File: src/rtl/instr_decode_seq.sv
// Serial instruction decoder: assembles 16-bit words from CHUNK_W-bit beats (LSB chunk first),
// fetches a second immediate word for I/M types, and presents registered decode fields.
module instr_decode_seq #(
    parameter int INSTR_W = 16,
    parameter int CHUNK_W = 4
) (
    input  logic               clock,
    input  logic               reset,
    input  logic               in_valid,
    output logic               in_ready,
    input  logic [CHUNK_W-1:0] in_data,
    output logic               dec_valid,
    input  logic               dec_ready,
    output logic [2:0]         opcode,
    output logic [2:0]         rs1,
    output logic [2:0]         rs2,
    output logic [2:0]         rd,
    output logic [3:0]         alu_op,
    output logic [3:0]         mem_op,
    output logic [2:0]         b_type,
    output logic               jump_type,
    output logic [8:0]         offset,
    output logic [INSTR_W-1:0] imm,
    output logic               dbl_word,
    output logic               use_imm,
    output logic               use_addr,
    output logic               rf_write,
    output logic               illegal,
    output logic               halt
);
    localparam int BEATS = INSTR_W / CHUNK_W;
    localparam int CNT_W = (BEATS > 1) ? $clog2(BEATS) : 1;
    localparam logic [CNT_W-1:0] LAST_BEAT = CNT_W'(BEATS - 1);

    localparam logic [1:0] W0     = 2'd0;
    localparam logic [1:0] W1     = 2'd1;
    localparam logic [1:0] OUT    = 2'd2;
    localparam logic [1:0] HALTED = 2'd3;

    localparam logic [2:0] OP_R   = 3'd0;
    localparam logic [2:0] OP_I   = 3'd1;
    localparam logic [2:0] OP_B   = 3'd2;
    localparam logic [2:0] OP_J   = 3'd3;
    localparam logic [2:0] OP_M   = 3'd4;
    localparam logic [2:0] OP_END = 3'd5;

    logic [1:0]         state_q;
    logic [CNT_W-1:0]   beat_q;
    logic [INSTR_W-1:0] shift_q;
    logic [INSTR_W-1:0] instr_q;
    logic [INSTR_W-1:0] shifted;
    logic               accept;
    logic               last;
    logic               first_dbl;
    logic               load;

    // New chunk enters at the top so the first (LSB) chunk ends up in the low bits.
    generate
        if (CHUNK_W == INSTR_W) begin : g_full
            assign shifted = in_data;
        end else begin : g_shift
            assign shifted = {in_data, shift_q[INSTR_W-1:CHUNK_W]};
        end
    endgenerate

    assign in_ready  = (state_q == W0) || (state_q == W1);
    assign dec_valid = (state_q == OUT);
    assign accept    = in_valid && in_ready;
    assign last      = accept && (beat_q == LAST_BEAT);
    assign first_dbl = (shifted[2:0] == OP_I) || (shifted[2:0] == OP_M);
    assign load      = last && (((state_q == W0) && !first_dbl) || (state_q == W1));

    always_ff @(posedge clock) begin
        if (reset) begin
            state_q <= W0;
            beat_q  <= '0;
            shift_q <= '0;
            instr_q <= '0;
        end else begin
            case (state_q)
                W0, W1: begin
                    if (accept) begin
                        shift_q <= shifted;
                        beat_q  <= last ? '0 : beat_q + 1'b1;
                    end
                    if (last) begin
                        if (state_q == W0 && first_dbl) begin
                            instr_q <= shifted;
                            state_q <= W1;
                        end else begin
                            state_q <= OUT;
                        end
                    end
                end
                OUT: begin
                    if (dec_ready) state_q <= (opcode == OP_END) ? HALTED : W0;
                end
                default: state_q <= HALTED;
            endcase
        end
    end

    logic [INSTR_W-1:0] src;
    logic [2:0]         d_rs1, d_rs2, d_rd, d_b_type;
    logic [3:0]         d_alu_op, d_mem_op;
    logic               d_jump_type, d_dbl, d_use_imm, d_use_addr, d_rf_write, d_illegal;
    logic [8:0]         d_offset;

    assign src = (state_q == W0) ? shifted : instr_q;

    always_comb begin
        d_rs1       = '0;
        d_rs2       = '0;
        d_rd        = '0;
        d_b_type    = '0;
        d_alu_op    = '0;
        d_mem_op    = '0;
        d_jump_type = 1'b0;
        d_offset    = '0;
        d_dbl       = 1'b0;
        d_use_imm   = 1'b0;
        d_use_addr  = 1'b0;
        d_rf_write  = 1'b0;
        d_illegal   = 1'b0;
        case (src[2:0])
            OP_R: begin
                d_rs1      = src[5:3];
                d_rs2      = src[8:6];
                d_rd       = src[11:9];
                d_alu_op   = src[15:12];
                d_rf_write = 1'b1;
            end
            OP_I: begin
                d_rs1      = src[5:3];
                d_rd       = src[11:9];
                d_alu_op   = src[15:12];
                d_use_imm  = 1'b1;
                d_dbl      = 1'b1;
                d_rf_write = 1'b1;
            end
            OP_B: begin
                d_rs1    = src[5:3];
                d_rs2    = src[8:6];
                d_offset = {5'b0, src[12:9]};
                d_b_type = src[15:13];
            end
            OP_J: begin
                d_offset    = {src[15:12], src[8:4]};
                d_jump_type = src[6];
                d_rd        = src[11:9];
            end
            OP_M: begin
                d_rd       = src[11:9];
                d_rs1      = src[5:3];
                d_rs2      = src[8:6];
                d_mem_op   = src[15:12];
                d_use_addr = 1'b1;
                d_dbl      = 1'b1;
                d_rf_write = (src[15:12] <= 4'd2);
            end
            OP_END: ;
            default: d_illegal = 1'b1;
        endcase
    end

    always_ff @(posedge clock) begin
        if (reset) begin
            opcode    <= '0;
            rs1       <= '0;
            rs2       <= '0;
            rd        <= '0;
            alu_op    <= '0;
            mem_op    <= '0;
            b_type    <= '0;
            jump_type <= 1'b0;
            offset    <= '0;
            imm       <= '0;
            dbl_word  <= 1'b0;
            use_imm   <= 1'b0;
            use_addr  <= 1'b0;
            rf_write  <= 1'b0;
            illegal   <= 1'b0;
            halt      <= 1'b0;
        end else if (load) begin
            opcode    <= src[2:0];
            rs1       <= d_rs1;
            rs2       <= d_rs2;
            rd        <= d_rd;
            alu_op    <= d_alu_op;
            mem_op    <= d_mem_op;
            b_type    <= d_b_type;
            jump_type <= d_jump_type;
            offset    <= d_offset;
            imm       <= (state_q == W1) ? shifted : '0;
            dbl_word  <= d_dbl;
            use_imm   <= d_use_imm;
            use_addr  <= d_use_addr;
            rf_write  <= d_rf_write;
            illegal   <= d_illegal;
            if (src[2:0] == OP_END) halt <= 1'b1;
        end
    end
endmodule
File: config.mk
export PLATFORM = sky130hd
export DESIGN_NAME = instr_decode_seq
export DESIGN_NICKNAME = d
export VERILOG_FILES = /design/src/rtl/instr_decode_seq.sv
export SDC_FILE = /design/constraint.sdc
export NUM_CORES = 1
export LEC_CHECK = 0
export CAP_MARGIN = 20
export CORE_ASPECT_RATIO = 1.75
export CORE_MARGIN = 2
export CORE_UTILIZATION = 49
export DETAILED_ROUTE_END_ITERATION = 16
export GPL_TIMING_DRIVEN = 1
export PLACE_DENSITY_LB_ADDON = 0.12
export SETUP_SLACK_MARGIN = 0.1
export SYNTH_ARGS = -nofsm -noshare
export SYNTH_HDL_FRONTEND = slang
export SYNTH_SLANG_ARGS = --single-unit
File: constraint.sdc
create_clock -name clock -period 2.95 [get_ports clock]
set_input_delay 0.4425 -clock clock [delete_from_list [all_inputs] [get_ports clock]]
set_output_delay 0.4425 -clock clock [all_outputs]
set_load 0.01 [all_outputs]
# Word level (Yosys, flattened, before mapping)

Cells that the tools add are included.

Reduce and logical (&&, ||, !) cells: 22
Eq/ne operators: 13
Muxes and demuxes: 21
Add/subtract/negate cells: 1
Magnitude comparators: 1

Operator list:

| cell                  | count |
|---|---|
| $mux W16              | 2 |
| $pmux W9 S2           | 1 |
| $eq A3 B3 Y1 const B  | 4 |
| $mux W3               | 4 |
| $mux W2               | 5 |
| $mux W4               | 2 |
| $reduce_or A4 Y1      | 2 |
| $eq A3 B1 Y1 const B  | 2 |
| $eq A3 B2 Y1 const B  | 2 |
| $reduce_and A2 Y1     | 3 |
| $reduce_or A2 Y1      | 3 |
| $reduce_or A6 Y1      | 1 |
| $logic_and A1 B1 Y1   | 5 |
| $mux W1               | 5 |
| $eq A2 B2 Y1 const B  | 2 |
| $le A4 B2 Y1 const B  | 1 |
| $pmux W2 S2           | 1 |
| $logic_not A3 Y1      | 1 |
| $logic_or A1 B1 Y1    | 3 |
| $reduce_and A3 Y1     | 1 |
| $reduce_or A3 Y1      | 1 |
| $add A2 B1 Y2 const B | 1 |
| $eq A2 B1 Y1 const B  | 1 |
| $logic_not A2 Y1      | 1 |
| 4 further kinds       | 4 |

Output and inout port bits: 57
Bits of input ports: 8
Bits in registers: 91

# Logic depth before layout (Yosys ltp)

Gate-level depths: netlist (run 1).

Depth after elaboration: 7
Depth in mapped cells: 8

# Worst setup path before layout (run 1)

No wires, ideal clock.

Kind: flip-flop to flip-flop
Start point: register state_q[1]
End point: register rf_write
Slack: 1,251 ps
Stages on the path, launching flop included: 7
Required time: 2,880 ps
Data arrival time: 1,630 ps
Cell sequence: dfxtp_1 buf_6 nor2_1 buf_2 mux2_2 a2111o_1 a21oi_1

Word-level cells in the longest chain between the ends: 5
Elaborated cells between the ends (all ways): 15
Those cells by class: order compare (1); eq/ne (3); mux (2); reduce/logical (9)

RTL lines:

| item                                                                 | line | source |
|---|---|---|
| from (decl)                                                          | 47   | `logic [1:0] state_q;` |
| from (signal assigned)                                               | 96   | `if (dec_ready) state_q <= (opcode == OP_END) ? HALTED : W0;` |
| parallel branches: the longest is 5 deep, another holds $le A4 B2 Y1 | -    |  |
| to (signal assigned)                                                 | 198  | `rf_write <= d_rf_write;` |
| to (decl)                                                            | 27   | `output logic rf_write,` |

Several ways; the timed one is not identified.
A chain may end at the register's enable or synchronous reset.

# Final worst setup path (run 1)

Start point: register shift_q[6]
End point: register imm[2]

Word-level cells in the longest chain between the ends: 6
Elaborated cells between the ends (all ways): 8
Those cells by class: eq/ne (2); mux (1); reduce/logical (5)

RTL lines:

| item                                         | line | source |
|---|---|---|
| from (decl)                                  | 49   | `logic [INSTR_W-1:0] shift_q;` |
| from (signal assigned)                       | 83   | `shift_q <= shifted;` |
| $eq A3 B1 Y1 or $eq A3 B3 Y1 (tied branches) | 70   | `assign first_dbl = (shifted[2:0] == OP_I) \|\| (shifted[2:0] == OP_M);` |
| $logic_or A1 B1 Y1                           | 70   |  |
| $logic_not A1 Y1                             | 71   | `assign load = last && (((state_q == W0) && !first_dbl) \|\| (state_q == W1));` |
| $logic_and A1 B1 Y1                          | 71   |  |
| $logic_or A1 B1 Y1                           | 71   |  |
| $logic_and A1 B1 Y1                          | 71   |  |
| to (signal assigned)                         | 194  | `imm <= (state_q == W1) ? shifted : '0;` |
| to (decl)                                    | 23   | `output logic [INSTR_W-1:0] imm,` |

Parallel ways exist; a longest one is shown, timed or not.

==> impl_metrics.yaml, run 1 <==
power:
  leakagePower_nw: 1.73
  power.density_nw_per_um2: 539
  ir_drop_uv: 355
logic_synthesis:
  yosysWarnings: 0
  synth_area_um2: 3600
  avgSynthCellArea_um2: 8.82
  ys_seq_elements: 87
  synth-main-ff-cell: "dfxtp_1"
  synthArstFlopShare: 0
  synth_edf_count: 0
  ys_types: 53
  synth_fp_nets: 417
  seq_area_frac_synth: 0.484
  syn-instance-count: 408
sta:
  whs_ns: 0.453
  maxSlewHeadroom: 0.330
  final.min_clock_period_ns: 2.38
  finalCritPeriodShare: 0.806
  setup_viol: 0
  maxSlewViolCount: 0
  fmax_mhz: 421
  fin_tns_setup_ns: 0
  hold_violations: 0
  worst_pin_slew_ns: 1.00
  rsz0062_at_grt: "false"
  skew_ns: 0.00478
final_layout:
  area_delta_synth_final_pct: 26.2
  antenna_cells: 0
  drive_above_1_share: 0.0991
  nets: 468
  final_cell_area_um2: 4540
setup_path:
  startpoint_type: "flop"
  cp_cell_sequence: "xor2_1, a21o_1, buf_4, nand2_1, a21oi_1"
  arrival_ns: 2.64
  slowest_delay_ns: 0.84
  reg2reg_slack_ns: 0.57
  critical_path.endpoint_type: "flop"
  path_class: "flop to flop"
  slowest_stage: "a21o_1"
  required_ns: 3.21
  path_max_fanout: 32
floorplan:
  coreArea_um2: 7180
  die_x_um: 68.8
  die_h_um: 117
  die_area_um2: 8070
  rows: 41
  start_util: 0.501
  pin_count: 65
grt:
  grt_use_total: 0.231
  antenna_found_initial: 0
  first_global_vias: 2885
  grt_pass1_wl_um: 14300
  grt_max_degree: 74
  overflow: 0
run_status:
  outcome: "finished clean"
cts:
  cts_sinks: 87
  cts.clk_slew.worst_paths_ns: 0.06
  cts.path.max_buffers: 2
  cts_tree: "done"
  cts_hold_buffers: 0
  htreeDepth: 3
  cts-root-buf: "clkbuf_16"
  tritoncts.num_buffers: 9
  cts_resized: 0
  cts_setup_buffers: 0
  clk_latency_ns: 0.34
routing:
  drtIter0Drc: 329
  drtPass1Iterations: 7
  drc: 0
  viasPerCell: 5.66
  wl_per_cell_um: 16.0
  num_vias: 3111
  detail-route-antenna-nets: 0
  drt-total-wl_um: 8800
place:
  dpl.hpwl_um: 5990
  gp_congestion: 0.782
  numPortBuffers: 64
  placed_cell_area_um2: 4240
job:
  cap_viol_max_count: 0
worst_hold_path:
  hp-class: "flop to flop"
[layout make-up]
type | instances | area [um^2]
fillers | 654 | 2640
flip-flops and latches | 87 | 1740
multi-input cells | 284 | 1670
repair buffers | 73 | 703
clock buffers | 11 | 253
well taps | 86 | 108
clock inverters | 5 | 56.3
inverters | 4 | 15.0
[state kept, by name, summed over array words and instances (netlist names), 3 cells and up]
signal	cells
alu_op	4
b_type	3
imm	16
instr_q	16
mem_op	4
offset	9
opcode	3
rd	3
rs1	3
rs2	3
shift_q	12
[cell families after synthesis]
logic type,synth area share
and+or+nand+nor,0.219
AOI/OAI and AO/OA,0.158
DFF,0.484
buffers and inverters,0.0539
muxes,0.0740
xor gates and xnor gates,0.00730
adders and majority gates,0.00348
[through the flow]
step	util	std cells	setup WS (ns)	total power, mW
4_1_cts	0.633	550	0.585	2.47
2_1_floorplan	-	408	1.25	1.29
3_3_place_gp	0.590	534	0.523	1.33
3_5_place_dp	0.590	534	0.475	1.33
6_report	0.633	550	0.573	2.45
5_1_grt	0.633	550	0.320	2.52
[synth_stat cells, types with 2 or more instances]
cell type  number  area share
buf_2          11       0.015
clkbuf_1       16       0.017
and2_1          2      0.0035
a32o_1          2      0.0056
nand2b_1        2      0.0035
a221o_1         2      0.0056
nand2_1        74       0.077
a211oi_1        3      0.0063
dfxtp_1        87        0.48
nor4_1          2      0.0035
nand3_1        30       0.042
o21ai_0         4      0.0056
inv_1           4      0.0042
mux2_2          9       0.028
nand4_1         4      0.0070
buf_6           5       0.016
o211a_1         2      0.0056
and3_1          4      0.0070
and4_1          2      0.0049
mux2i_1        15       0.042
xor2_1          2      0.0049
or4_1           3      0.0063
o211ai_1        2      0.0042
and2b_1         2      0.0042
nor2_1         27       0.028
a31oi_1         2      0.0035
a22o_1          6       0.015
and4bb_2        2      0.0070
o21a_1          2      0.0042
nand3b_1        2      0.0042
nor4_2          2      0.0070
a21oi_1        55       0.076
[report_power, final]
group | internal, mW | switching, mW
combinational | 0.0356 | 0.0685
clock | 0.700 | 0.448
sequential | 1.19 | 0.0120
total | 1.92 | 0.529
[per-layer routing]
metal | global-route usage | vias to the layer above | wire length (um)
met3 | 0.0211 | 19 | 371
met1 | 0.301 | 1456 | 3800
met2 | 0.367 | 100 | 4370
met4 | 0.116 | 0 | 258
li1 | - | 1536 | -
met5 | 0 | - | 0
[final timing paths]
check                                        startpoint              endpoint  cells after the start
worst min-delay path               imm[11]$_SDFFE_PP0P_  imm[11]$_SDFFE_PP0P_                      2
worst min register to register     imm[11]$_SDFFE_PP0P_  imm[11]$_SDFFE_PP0P_                      2
worst max register to register  shift_q[6]$_SDFFE_PP0P_   imm[2]$_SDFFE_PP0P_                      5
worst max-delay path            shift_q[6]$_SDFFE_PP0P_   imm[2]$_SDFFE_PP0P_                      5
[worst max-delay path: cells and delay by family (launching register included)]
kind                   cells  cell delay (ns)
AO/OA/AOI/OAI              2             0.96
XOR/XNOR                   1             0.34
buffers and inverters      1             0.37
flip-flops                 1             0.54
AND/OR/NAND/NOR            1             0.08
[layout by cell type (no fill, tap or decap), drive strengths merged, types with 3 or more instances in the layout]
cell type / count
nand4: 4
a211oi: 3
clkbuf: 11
o211a: 3
mux2: 10
a221o: 3
nand2: 74
clkinv: 3
nand3: 30
mux2i: 15
dfxtp: 87
buf: 10
o21ai: 4
or4: 3
a21oi: 55
and3: 4
clkdlybuf4s50: 63
nor4: 4
nor2: 27
a22o: 7
inv: 4
Note: power is estimated with default switching activity, not from simulation.
==> run 2: changes to the inputs <==
CORE_UTILIZATION = 47   (was 49)
clock period = 2.1 ns   (was 2.95 ns; I/O delays follow)
==> run 2 against run 1 <==
Effect of this change:
- cell count rose by 2.9%
- register-to-register slack worse by 0.37 ns
- global-route usage down 2.0 points
- die area increased by 4.1%
- clock-buffer cell count rose by 1
- sequential share of layout area shrank 1.2 points
- critical path depth unchanged
==> impl_metrics.yaml, run 2 (same netlist as run 1, synthesis figures left out) <==
grt:
  first_global_vias: 2837
  grt_pass1_wl_um: 13900
  grt_max_degree: 42
  overflow: 0
  grt_use_total: 0.210
  antenna_found_initial: 0
place:
  gp_congestion: 0.845
  numPortBuffers: 64
  dpl.hpwl_um: 6250
sta:
  finalCritPeriodShare: 0.906
  maxSlewViolCount: 0
  hold_violations: 0
  skew_ns: 0.00515
  final.min_clock_period_ns: 1.90
  maxSlewHeadroom: 0.644
  setup_viol: 0
  whs_ns: 0.447
  fin_tns_setup_ns: 0
  fmax_mhz: 526
  rsz0062_at_grt: "false"
  worst_pin_slew_ns: 0.533
final_layout:
  regArea_um2: 1740
  reg.largest.list: "imm: 16 flops, instr_q: 16 flops, shift_q: 12 flops"
  final_common_cell: "dfxtp_1"
  drive_above_1_share: 0.132
  area_delta_synth_final_pct: 30.6
  layout_common_cells: "dfxtp_1, nand2_1, clkdlybuf4s50_1"
  antenna_cells: 0
  multi_input_area_um2: 1680
  nets: 482
  nFillCells: 666
  postLayoutCoreUtil: 0.625
power:
  ir_drop_uv: 525
  clkPwrFrac: 0.472
  power.density_nw_per_um2: 743
  leakagePower_nw: 1.81
  p_int_mw: 2.74
  comb_power_share: 0.045
  p_sw_uw: 747
  power_frac_seq: 0.482
  swShare: 0.214
routing:
  drtIter0Drc: 259
  drc: 0
  num_vias: 3113
  wl_per_cell_um: 15.4
  drtPass1Iterations: 4
  viasPerCell: 5.50
  detail-route-antenna-nets: 0
  drt-total-wl_um: 8740
setup_path:
  arrival_ns: 2.19
  reg2reg_slack_ns: 0.20
  path_class: "flop to flop"
  critical_path.endpoint_type: "flop"
  startpoint_type: "flop"
  required_ns: 2.39
  path_max_fanout: 15
floorplan:
  die_area_um2: 8400
  rows: 42
  die_h_um: 120
  pin_count: 65
  coreArea_um2: 7510
  die_x_um: 70.2
  start_util: 0.479
cts:
  cts_setup_buffers: 0
  cts-root-buf: "clkbuf_16"
  cts_sinks: 87
  cts.path.max_buffers: 2
  cts.clk_slew.worst_paths_ns: 0.06
  htreeDepth: 3
  clk_latency_ns: 0.34
  tritoncts.num_buffers: 9
  cts_tree: "done"
job:
  cap_viol_max_count: 0
worst_hold_path:
  hp-class: "flop to flop"
run_status:
  outcome: "finished clean"
## run 2: worst max-delay path: stages (launching register included)
cell and delay [ns]:
dfxtp_1 0.59, buf_4 0.20, nor2_1 0.08, a21o_2 0.32, nor4_2 0.45, a22o_2 0.20
## run 2: final cells by class
cell class	instances	area share
Clock buffer	12	0.0567
Clock inverter	4	0.0112
Inverter	4	0.00319
Multi-Input combinational cell	284	0.357
Sequential cell	87	0.371
Tap cell	88	0.0234
Timing Repair Buffer	87	0.177
## run 2: timing repair
| action | 4_1_cts | 5_1_grt |
|---|---|---|
| hold buffers | 0 | 0 |
| pin swaps | 0 | 0 |
| endpoints found under the hold margin | 0 | 0 |
| endpoints found under the setup margin | 1 | 39 |
| gates resized for setup | 1 | 2 |
## run 2: path summary, 6_finish.rpt
path,startpoint,end,cells past startpoint
worst max-delay path,state_q[0]$_SDFFE_PP0P_,mem_op[0]$_SDFFE_PP0P_,5
worst min-delay path,alu_op[1]$_SDFFE_PP0P_,alu_op[1]$_SDFFE_PP0P_,2
worst max register to register,state_q[0]$_SDFFE_PP0P_,mem_op[0]$_SDFFE_PP0P_,5
worst min register to register,alu_op[1]$_SDFFE_PP0P_,alu_op[1]$_SDFFE_PP0P_,2
## run 2: power groups by stage
stage / Sequential [mW] / Combinational [mW] / Clock, mW
after floorplan: 1.71 / 0.0937 / 0
after global placement: 1.72 / 0.156 / 0
after detailed placement: 1.72 / 0.156 / 0
after CTS: 1.68 / 0.158 / 1.67
after global routing: 1.68 / 0.170 / 1.74
final: 1.68 / 0.158 / 1.65
## run 2: per-layer routing
layer | vias up | share of wire | global-route usage
met1 | 1461 | 0.43 | 0.256
met3 | 13 | 0.034 | 0.0235
li1 | 1561 | - | -
met4 | 0 | 0.020 | 0.0998
met2 | 78 | 0.52 | 0.365
met5 | - | 0 | 0
## run 2: per-stage QoR
stage,instance area [um^2],setup WS (ns),power (mW),cells
global placement,4380,0.149,1.88,550
global route,4700,0.106,3.60,566
finish,4700,0.198,3.49,566
detailed placement,4380,0.108,1.88,550
CTS,4700,0.106,3.51,566
floorplan,3600,0.401,1.81,408
